--- src/rtl/pc_fetch_unit_pkg.sv ---
`default_nettype none
// ============================================================================
// Module      : pc_fetch_unit_pkg
// Description : Shared types and defaults for the PC / instruction-fetch
//               slice: fetch FSM encoding, default widths, reset PC and the
//               instruction-buffer entry layout.
// Contents    : c_ADDR_W, c_DATA_W, c_RESET_PC, fetch_state_e, fetch_entry_t
// Revision    : 1.0 - initial release
// ============================================================================
package pc_fetch_unit_pkg;

  // Word-address width (byte address is {pc, 2'b00}) and instruction width.
  localparam int c_ADDR_W = 30;
  localparam int c_DATA_W = 32;

  // Word address fetched first after reset.
  localparam logic [c_ADDR_W-1:0] c_RESET_PC = 30'h0;

  // Memory-side fetch FSM: either free to issue, or one response outstanding.
  typedef enum logic [0:0] {
    FETCH_ISSUE = 1'b0,
    FETCH_WAIT  = 1'b1
  } fetch_state_e;

  // One instruction-buffer entry: the word address and the fetched word.
  typedef struct packed {
    logic [c_ADDR_W-1:0] pc;
    logic [c_DATA_W-1:0] instr;
  } fetch_entry_t;

endpackage
`default_nettype wire

--- src/rtl/pc_fetch_unit_fetch_buffer.sv ---
`default_nettype none
// ============================================================================
// Module      : pc_fetch_unit_fetch_buffer
// Description : Two-entry instruction FIFO with synchronous flush. The head
//               entry lives in dedicated registers so the instruction, its
//               PC and PC+1 leave the block straight from flops.
// Ports       : clk, reset          - clock, async active-high reset
//               flush               - drop every entry (wins over push/pop)
//               push, push_pc/instr - write a new entry at the tail
//               pop                 - retire the head (ignored when empty)
//               head_valid/pc/instr - current head entry
//               head_pc_plus1       - head_pc + 1, wrapping
//               full, empty         - occupancy flags
// Revision    : 1.0 - initial release
// ============================================================================
module pc_fetch_unit_fetch_buffer
  import pc_fetch_unit_pkg::*;
#(
  parameter int ADDR_W = c_ADDR_W,
  parameter int DATA_W = c_DATA_W
) (
  input  logic              clk,
  input  logic              reset,
  input  logic              flush,
  input  logic              push,
  input  logic [ADDR_W-1:0] push_pc,
  input  logic [DATA_W-1:0] push_instr,
  input  logic              pop,
  output logic              head_valid,
  output logic [ADDR_W-1:0] head_pc,
  output logic [DATA_W-1:0] head_instr,
  output logic [ADDR_W-1:0] head_pc_plus1,
  output logic              full,
  output logic              empty
);

  localparam logic [ADDR_W-1:0] c_PC_ONE = ADDR_W'(1);

  logic [1:0]        r_count;
  logic [1:0]        w_count_next;
  logic [ADDR_W-1:0] r_head_pc;
  logic [ADDR_W-1:0] r_head_pc1;
  logic [DATA_W-1:0] r_head_instr;
  logic [ADDR_W-1:0] r_tail_pc;
  logic [DATA_W-1:0] r_tail_instr;
  logic [ADDR_W-1:0] w_head_pc_next;
  logic [DATA_W-1:0] w_head_instr_next;
  logic              w_pop;
  logic              w_load_head;
  logic              w_head_from_tail;
  logic              w_load_tail;

  assign w_pop = pop && (r_count != 2'd0);

  // Entry movement. Entry 0 is always the head; entry 1 only ever holds the
  // second-oldest word, so a pop at occupancy 2 shifts tail into head.
  always_comb begin
    w_load_head      = 1'b0;
    w_head_from_tail = 1'b0;
    w_load_tail      = 1'b0;
    w_count_next     = r_count;
    if (flush) begin
      w_count_next = 2'd0;
    end else begin
      case (r_count)
        2'd0: begin
          if (push) begin
            w_load_head  = 1'b1;
            w_count_next = 2'd1;
          end
        end
        2'd1: begin
          if (push && w_pop) begin
            // Head retires and the new word becomes the head directly.
            w_load_head = 1'b1;
          end else if (push) begin
            w_load_tail  = 1'b1;
            w_count_next = 2'd2;
          end else if (w_pop) begin
            w_count_next = 2'd0;
          end
        end
        2'd2: begin
          // A push without a pop cannot happen here: the fetch side stops
          // requesting once occupancy plus outstanding reaches two.
          if (w_pop) begin
            w_head_from_tail = 1'b1;
            if (push) begin
              w_load_tail = 1'b1;
            end else begin
              w_count_next = 2'd1;
            end
          end
        end
        default: begin
          w_count_next = 2'd0;
        end
      endcase
    end
  end

  always_comb begin
    w_head_pc_next    = push_pc;
    w_head_instr_next = push_instr;
    if (w_head_from_tail) begin
      w_head_pc_next    = r_tail_pc;
      w_head_instr_next = r_tail_instr;
    end
  end

  // Head data is not cleared on flush; head_valid alone qualifies it.
  always_ff @(posedge clk or posedge reset) begin
    if (reset) begin
      r_count      <= 2'd0;
      r_head_pc    <= '0;
      r_head_pc1   <= c_PC_ONE;
      r_head_instr <= '0;
      r_tail_pc    <= '0;
      r_tail_instr <= '0;
    end else begin
      r_count <= w_count_next;
      if (w_load_head || w_head_from_tail) begin
        r_head_pc    <= w_head_pc_next;
        r_head_pc1   <= w_head_pc_next + c_PC_ONE;
        r_head_instr <= w_head_instr_next;
      end
      if (w_load_tail) begin
        r_tail_pc    <= push_pc;
        r_tail_instr <= push_instr;
      end
    end
  end

  assign head_valid    = (r_count != 2'd0);
  assign head_pc       = r_head_pc;
  assign head_instr    = r_head_instr;
  assign head_pc_plus1 = r_head_pc1;
  assign full          = (r_count == 2'd2);
  assign empty         = (r_count == 2'd0);

endmodule
`default_nettype wire

--- src/rtl/pc_fetch_unit.sv ---
`default_nettype none
// ============================================================================
// Module      : pc_fetch_unit
// Description : Holds the program counter, fetches instruction words from
//               instruction memory with at most one request outstanding,
//               and hands them to decode through a 2-entry buffer with a
//               valid/ready handshake. Redirects flush the buffer and kill
//               any in-flight response.
// Ports       : clk, reset                   - clock, async active-high reset
//               redirect_valid/addr          - branch/jump target pulse
//               imem_req/addr, imem_gnt      - request channel
//               imem_rvalid, imem_rdata      - in-order response channel
//               instr_valid/instr/instr_pc   - buffer head to decode
//               instr_ready                  - decode accepts the head
//               pc_plus1                     - instr_pc + 1, wrapping
// Revision    : 1.0 - initial release
// ============================================================================
module pc_fetch_unit
  import pc_fetch_unit_pkg::*;
#(
  parameter int                ADDR_W   = c_ADDR_W,
  parameter int                DATA_W   = c_DATA_W,
  parameter logic [ADDR_W-1:0] RESET_PC = ADDR_W'(c_RESET_PC)
) (
  input  logic              clk,
  input  logic              reset,
  input  logic              redirect_valid,
  input  logic [ADDR_W-1:0] redirect_addr,
  output logic              imem_req,
  output logic [ADDR_W-1:0] imem_addr,
  input  logic              imem_gnt,
  input  logic              imem_rvalid,
  input  logic [DATA_W-1:0] imem_rdata,
  output logic              instr_valid,
  output logic [DATA_W-1:0] instr,
  output logic [ADDR_W-1:0] instr_pc,
  input  logic              instr_ready,
  output logic [ADDR_W-1:0] pc_plus1
);

  localparam logic [0:0]        c_ST_ISSUE = FETCH_ISSUE;
  localparam logic [0:0]        c_ST_WAIT  = FETCH_WAIT;
  localparam logic [ADDR_W-1:0] c_PC_ONE   = ADDR_W'(1);

  logic [0:0]        r_state;
  logic [ADDR_W-1:0] r_pc;
  logic [ADDR_W-1:0] r_req_pc;   // address of the request currently in flight
  logic              r_kill;     // the in-flight response is stale
  logic              r_req_en;   // holds imem_req low until the first edge after reset

  logic              w_outstanding;
  logic [1:0]        w_occupancy;
  logic              w_grant;
  logic              w_rsp;
  logic              w_push;
  logic              w_pop;
  logic              w_buf_full;
  logic              w_buf_empty;

  assign w_outstanding = (r_state == c_ST_WAIT);
  assign w_occupancy   = w_buf_full ? 2'd2 : (w_buf_empty ? 2'd0 : 2'd1);

  // A request is only raised when its response is guaranteed a buffer slot,
  // which is what keeps the buffer from ever overflowing.
  assign imem_req  = r_req_en && (r_state == c_ST_ISSUE) &&
                     (({1'b0, w_occupancy} + {2'b00, w_outstanding}) < 3'd2);
  assign imem_addr = r_pc;

  assign w_grant = imem_req && imem_gnt;
  // Responses are only meaningful while waiting; a stray rvalid in ISSUE
  // (e.g. a late response to a request made before reset) is ignored.
  assign w_rsp   = w_outstanding && imem_rvalid;
  // A response landing in the redirect cycle belongs to the old stream.
  assign w_push  = w_rsp && !r_kill && !redirect_valid;
  assign w_pop   = instr_valid && instr_ready;

  always_ff @(posedge clk or posedge reset) begin
    if (reset) begin
      r_state  <= c_ST_ISSUE;
      r_pc     <= RESET_PC;
      r_req_pc <= '0;
      r_kill   <= 1'b0;
      r_req_en <= 1'b0;
    end else begin
      r_req_en <= 1'b1;

      case (r_state)
        c_ST_ISSUE: begin
          if (w_grant) begin
            r_state  <= c_ST_WAIT;
            r_req_pc <= r_pc;
          end
        end
        c_ST_WAIT: begin
          if (imem_rvalid) begin
            r_state <= c_ST_ISSUE;
          end
        end
        default: begin
          r_state <= c_ST_ISSUE;
        end
      endcase

      // Redirect overrides the sequential advance, including on a grant
      // cycle: the granted fetch is then stale and the new stream restarts
      // at the target itself.
      if (redirect_valid) begin
        r_pc <= redirect_addr;
      end else if (w_grant) begin
        r_pc <= r_pc + c_PC_ONE;
      end

      // Only one response can ever be in flight, so a single kill bit is
      // enough no matter how many redirects arrive before it returns.
      if (w_rsp) begin
        r_kill <= 1'b0;
      end else if (redirect_valid && (w_outstanding || w_grant)) begin
        r_kill <= 1'b1;
      end
    end
  end

  pc_fetch_unit_fetch_buffer #(
    .ADDR_W (ADDR_W),
    .DATA_W (DATA_W)
  ) u_fetch_buffer (
    .clk           (clk),
    .reset         (reset),
    .flush         (redirect_valid),
    .push          (w_push),
    .push_pc       (r_req_pc),
    .push_instr    (imem_rdata),
    .pop           (w_pop),
    .head_valid    (instr_valid),
    .head_pc       (instr_pc),
    .head_instr    (instr),
    .head_pc_plus1 (pc_plus1),
    .full          (w_buf_full),
    .empty         (w_buf_empty)
  );

endmodule
`default_nettype wire
--- config.mk ---
export PLATFORM = sky130hd
export DESIGN_NAME = pc_fetch_unit
export DESIGN_NICKNAME = d
export VERILOG_FILES = /design/src/rtl/pc_fetch_unit_pkg.sv /design/src/rtl/pc_fetch_unit_fetch_buffer.sv /design/src/rtl/pc_fetch_unit.sv
export SDC_FILE = /design/constraint.sdc
export NUM_CORES = 1
export LEC_CHECK = 0
export ABC_AREA = 1
export BUFFER_PORTS_ARGS = -buffer_cell sky130_fd_sc_hd__buf_4
export CAP_MARGIN = 20
export CORE_ASPECT_RATIO = 0.75
export CORE_UTILIZATION = 40
export DETAILED_ROUTE_END_ITERATION = 12
export PLACE_DENSITY = 0.6
export SETUP_SLACK_MARGIN = 0.5
export SLEW_MARGIN = 10
export SYNTH_ARGS = -nofsm -noshare
export SYNTH_HDL_FRONTEND = slang
export SYNTH_SLANG_ARGS = --single-unit
--- constraint.sdc ---
create_clock -name clk -period 7.25 [get_ports clk]
set_clock_uncertainty 0.05 [all_clocks]
set_input_delay 0.725 -clock clk [delete_from_list [all_inputs] [get_ports clk]]
set_output_delay 0.725 -clock clk [all_outputs]
set_load 0.1 [all_outputs]
==> metrics.txt <==
# TYPE chip_impl_metric gauge
chip_impl_metric{name="detail_route.first_pass.iterations",unit=""} 4
chip_impl_info{name="rsz0062_at_grt",value="false"} 1
chip_impl_info{name="ys_top_cells_by_area",value="dfrtp_1, nand2_1, mux2_1"} 1
chip_impl_info{name="timing.critical_path.slowest_stage_cell",value="buf_4"} 1
chip_impl_metric{name="worst-path-max-fanout",unit=""} 104
chip_impl_metric{name="mappedNetlistNets",unit=""} 1298
chip_impl_info{name="critical_path_endpoint_category",value="flop"} 1
chip_impl_metric{name="postRouteAntennaNets",unit=""} 0
chip_impl_info{name="synth_area_leader_cell",value="dfrtp_1"} 1
chip_impl_metric{name="setup_slack",unit="ns"} 3.25
chip_impl_metric{name="antenna-diode-count",unit=""} 0
chip_impl_metric{name="gp_congestion",unit=""} 0.834
chip_impl_metric{name="via_count_of_the_first_global_routing_pass",unit=""} 8353
chip_impl_info{name="critical_path.top_delay_family",value="buffers and inverters"} 1
chip_impl_metric{name="cts.repair.resized",unit=""} 0
chip_impl_info{name="cp_cell_sequence",value="inv_1 -> ha_1 -> inv_1 -> nor2_4 -> nand2_4 -> nand2_1 -> nor2_4 -> buf_4 -> clkinv_2 -> buf_4 -> nand3_1 -> o211ai_1"} 1
chip_impl_metric{name="nNetsFinal",unit=""} 1467
chip_impl_metric{name="groute.usage.overall",unit="%"} 20.7
chip_impl_metric{name="preCtsSetupSlack",unit="ns"} 3.01
chip_impl_metric{name="worstPathRequired",unit="ns"} 7.64
chip_impl_metric{name="cpPeakStageDelay",unit="ns"} 0.80
chip_impl_metric{name="part_of_the_yosys_area_used_for_sequential_elements",unit="%"} 51.7
chip_impl_metric{name="clock_sinks",unit=""} 219
chip_impl_metric{name="detail_route.drc_violations",unit=""} 0
chip_impl_metric{name="final_layout_size_suffix_gt1_share",unit="%"} 20.5
chip_impl_metric{name="timing.final.crit_share",unit="%"} 55.2
chip_impl_metric{name="power.density",unit="nW/um^2"} 474
chip_impl_metric{name="clock_latency",unit="ns"} 0.52
chip_impl_metric{name="postCtsSetupRepairBufs",unit=""} 0
chip_impl_metric{name="postSynthCellCount",unit=""} 1224
chip_impl_metric{name="post-synth-top-area-fraction",unit="%"} 51.5
chip_impl_metric{name="period_needed",unit="ns"} 4.00
chip_impl_metric{name="post_dp_area",unit="um^2"} 12200
chip_impl_metric{name="number_of_buffers_and_inverters_on_the_critical_path",unit=""} 5
chip_impl_info{name="crit_start",value="u_fetch_buffer.r_count[0]$_DFFE_PP0P_"} 1
chip_impl_metric{name="ctsHoldBuffers",unit=""} 0
chip_impl_metric{name="finalWirelength",unit="um"} 27500
chip_impl_metric{name="clock_buffers_created_by_tritoncts",unit=""} 24
chip_impl_metric{name="route.detailed.vias_per_inst",unit=""} 4.99
chip_impl_metric{name="wl_per_cell",unit="um"} 15.7
chip_impl_metric{name="clkSlewWorstSetupHoldPaths",unit="ns"} 0.06
chip_impl_metric{name="synth_warnings",unit=""} 0
chip_impl_metric{name="final.setup.tns",unit="ns"} 0
chip_impl_metric{name="fmaxAchievable",unit="GHz"} 0.250
chip_impl_metric{name="post_synthesis_average_cell_area",unit="um^2"} 8.66
chip_impl_info{name="tritoncts_clock_tree",value="yes"} 1
chip_impl_metric{name="grt_pass1_wl",unit="um"} 44800
chip_impl_metric{name="fp-row-count",unit=""} 51
chip_impl_metric{name="cellLeakagePower",unit="nW"} 6.35
chip_impl_metric{name="drt_iter0_markers",unit=""} 587
chip_impl_info{name="cp-start-kind",value="flop"} 1
chip_impl_metric{name="area_growth",unit="%"} 22.2
chip_impl_metric{name="post-route-cell-area",unit="um^2"} 13000
chip_impl_metric{name="die-width",unit="um"} 190
chip_impl_metric{name="largest_net_degree_at_the_start_of_global_routing",unit=""} 131
chip_impl_info{name="run_status",value="finished, final reports clean"} 1
chip_impl_info{name="worst-setup-path-type",value="reg -> reg"} 1
chip_impl_metric{name="ctsLongestPathBuffers",unit=""} 3
chip_impl_metric{name="placed_wire_length_estimate",unit="um"} 19100
chip_impl_metric{name="synth-seq-cells",unit=""} 219
chip_impl_metric{name="drv_slew",unit=""} 0
chip_impl_metric{name="syn-cell-area",unit="um^2"} 10600
chip_impl_metric{name="effective_utilization_at_floorplan",unit="%"} 40.8
chip_impl_metric{name="maxSlewHeadroom",unit="%"} 29.0
chip_impl_metric{name="ir_worst_vdd",unit="V"} 0.000366
chip_impl_metric{name="height_of_the_die",unit="um"} 143
chip_impl_metric{name="finish.utilization",unit="%"} 49.9
chip_impl_metric{name="vias",unit=""} 8738
chip_impl_metric{name="numPortBuffers",unit=""} 191
chip_impl_metric{name="dieArea",unit="um^2"} 27200
chip_impl_metric{name="antenna_violations_before_repair",unit=""} 0
chip_impl_metric{name="worst_ep_arrival_time",unit="ns"} 4.39
chip_impl_metric{name="globalRoute.totalOverflow",unit=""} 0
chip_impl_metric{name="ioPinCount",unit=""} 192
chip_impl_info{name="hold_path_class",value="in -> async"} 1
chip_impl_metric{name="netlist-cell-type-count",unit=""} 46
chip_impl_metric{name="worstMarginPinSlew",unit="ns"} 1.07
chip_impl_info{name="regToRegStartpoint",value="u_fetch_buffer.r_count[0]$_DFFE_PP0P_"} 1
chip_impl_metric{name="core-area",unit="um^2"} 26000
chip_impl_metric{name="cts_max_level",unit=""} 1
chip_impl_info{name="root_buffer_master",value="clkbuf_16"} 1
chip_impl_metric{name="cap_viol_max_count",unit=""} 0
chip_impl_metric{name="timing.final.hold_violations",unit=""} 0
chip_impl_metric{name="finalSetupViolations",unit=""} 0
==> area by class of cell <==
cell class / count / area [um^2]
clock inverter: 6 / 46.3
inverter: 86 / 333
tap: 344 / 430
sequential: 219 / 5480
multi-input combinational: 864 / 4480
clock buffer: 35 / 672
fill: 2518 / 13000
timing repair buffer: 198 / 1510
==> synthesized netlist by cell type (all sizes together) <==
library cell and instances:
nand2 415, dfrtp 218, nor2 117, o21ai 84
inv 83, nand3 53, mux2 42, a31oi 38
buf 29, xor2 27, clkbuf 26, nand4 21
o211ai 13, a21oi 10, nor3 10, o221ai 8
ha 6, clkinv 3, o21a 3, o21bai 3
xnor2 3, nand3b 2, nor4 2, or2 2
and2 1, conb 1, dfstp 1, nor3b 1
o22ai 1, o31ai 1
==> per-layer routing <==
| layer | vias up | global-route usage (%) | share of wire, % |
|---|---|---|---|
| met4 | 0 | 3.61 | 1.4 |
| met5 | - | 0 | 0 |
| li1 | 4331 | - | - |
| met3 | 32 | 2.73 | 5.1 |
| met1 | 4178 | 30.7 | 50 |
| met2 | 197 | 32.5 | 44 |
==> worst paths after layout <==
check | to | slack (ns) | depth (start not counted)
max | u_fetch_buffer.head_pc_plus1[6]$_DFFE_PP0P_ | 3.25 | 12
min | imem_addr[2]$_DFFE_PP0P_ | 0.26 | 2
max reg2reg | u_fetch_buffer.head_pc_plus1[6]$_DFFE_PP0P_ | 3.25 | 12
min reg2reg | u_fetch_buffer.r_tail_pc[7]$_DFFE_PP0P_ | 0.43 | 2
max in group asynchronous | r_req_pc[25]$_DFFE_PP0P_ | 5.64 | 3
min in group clk | r_state$_DFF_PP0_ | 0.37 | 2
==> through the flow <==
| step | hold WS [ns] | std cells | power [mW] |
|---|---|---|---|
| 6_report | 0.263 | 1752 | 6.14 |
| 5_1_grt | 0.301 | 1752 | 6.42 |
| 2_1_floorplan | 0.398 | 1224 | 4.31 |
| 3_3_place_gp | 0.418 | 1710 | 5.02 |
| 4_1_cts | 0.267 | 1751 | 6.19 |
| 3_5_place_dp | 0.423 | 1710 | 5.04 |
==> placed cells by master, fill, tap and decap left out, drive strengths merged <==
| master | n |
|---|---|
| o21a | 3 |
| o21ai | 84 |
| o211ai | 13 |
| or2 | 2 |
| nor3b | 1 |
| xor2 | 27 |
| conb | 1 |
| clkinv | 8 |
| o21bai | 3 |
| nand3 | 53 |
| o221ai | 8 |
| nor3 | 10 |
| clkbuf | 35 |
| a21oi | 10 |
| clkinvlp | 3 |
| o22ai | 1 |
| a31oi | 38 |
| ha | 6 |
| buf | 198 |
| nand3b | 2 |
| nor4 | 2 |
| nor2 | 117 |
| nand2 | 415 |
| and2 | 1 |
| dfstp | 1 |
| inv | 81 |
| mux2 | 42 |
| dfrtp | 218 |
| nand4 | 21 |
| o31ai | 1 |
| xnor2 | 3 |
==> power by group <==
group          switching [mW]  internal [mW]
Clock                   0.493          0.642
Combinational            2.53          0.619
Sequential              0.252           1.60
Total                    3.28           2.86
==> state kept, by name (all words and copies together), names as in the netlist <==
| name | flops |
|---|---|
| u_fetch_buffer.head_instr | 32 |
| u_fetch_buffer.r_tail_instr | 32 |
| imem_addr | 30 |
| r_req_pc | 30 |
| u_fetch_buffer.head_pc | 30 |
| u_fetch_buffer.head_pc_plus1 | 30 |
| u_fetch_buffer.r_tail_pc | 30 |
| u_fetch_buffer.r_count | 2 |
| r_kill | 1 |
| r_req_en | 1 |
| r_state | 1 |
==> kinds of logic after synthesis <==
group	synth area share, %
buffers and inverters	6.10
other	0.0354
muxes	4.46
and+or+nand+nor	25.6
DFF	51.7
AOI/OAI and AO/OA	8.85
adders and majority gates	0.708
xor gates and xnor gates	2.48
Power figures use the tool's default switching activity.
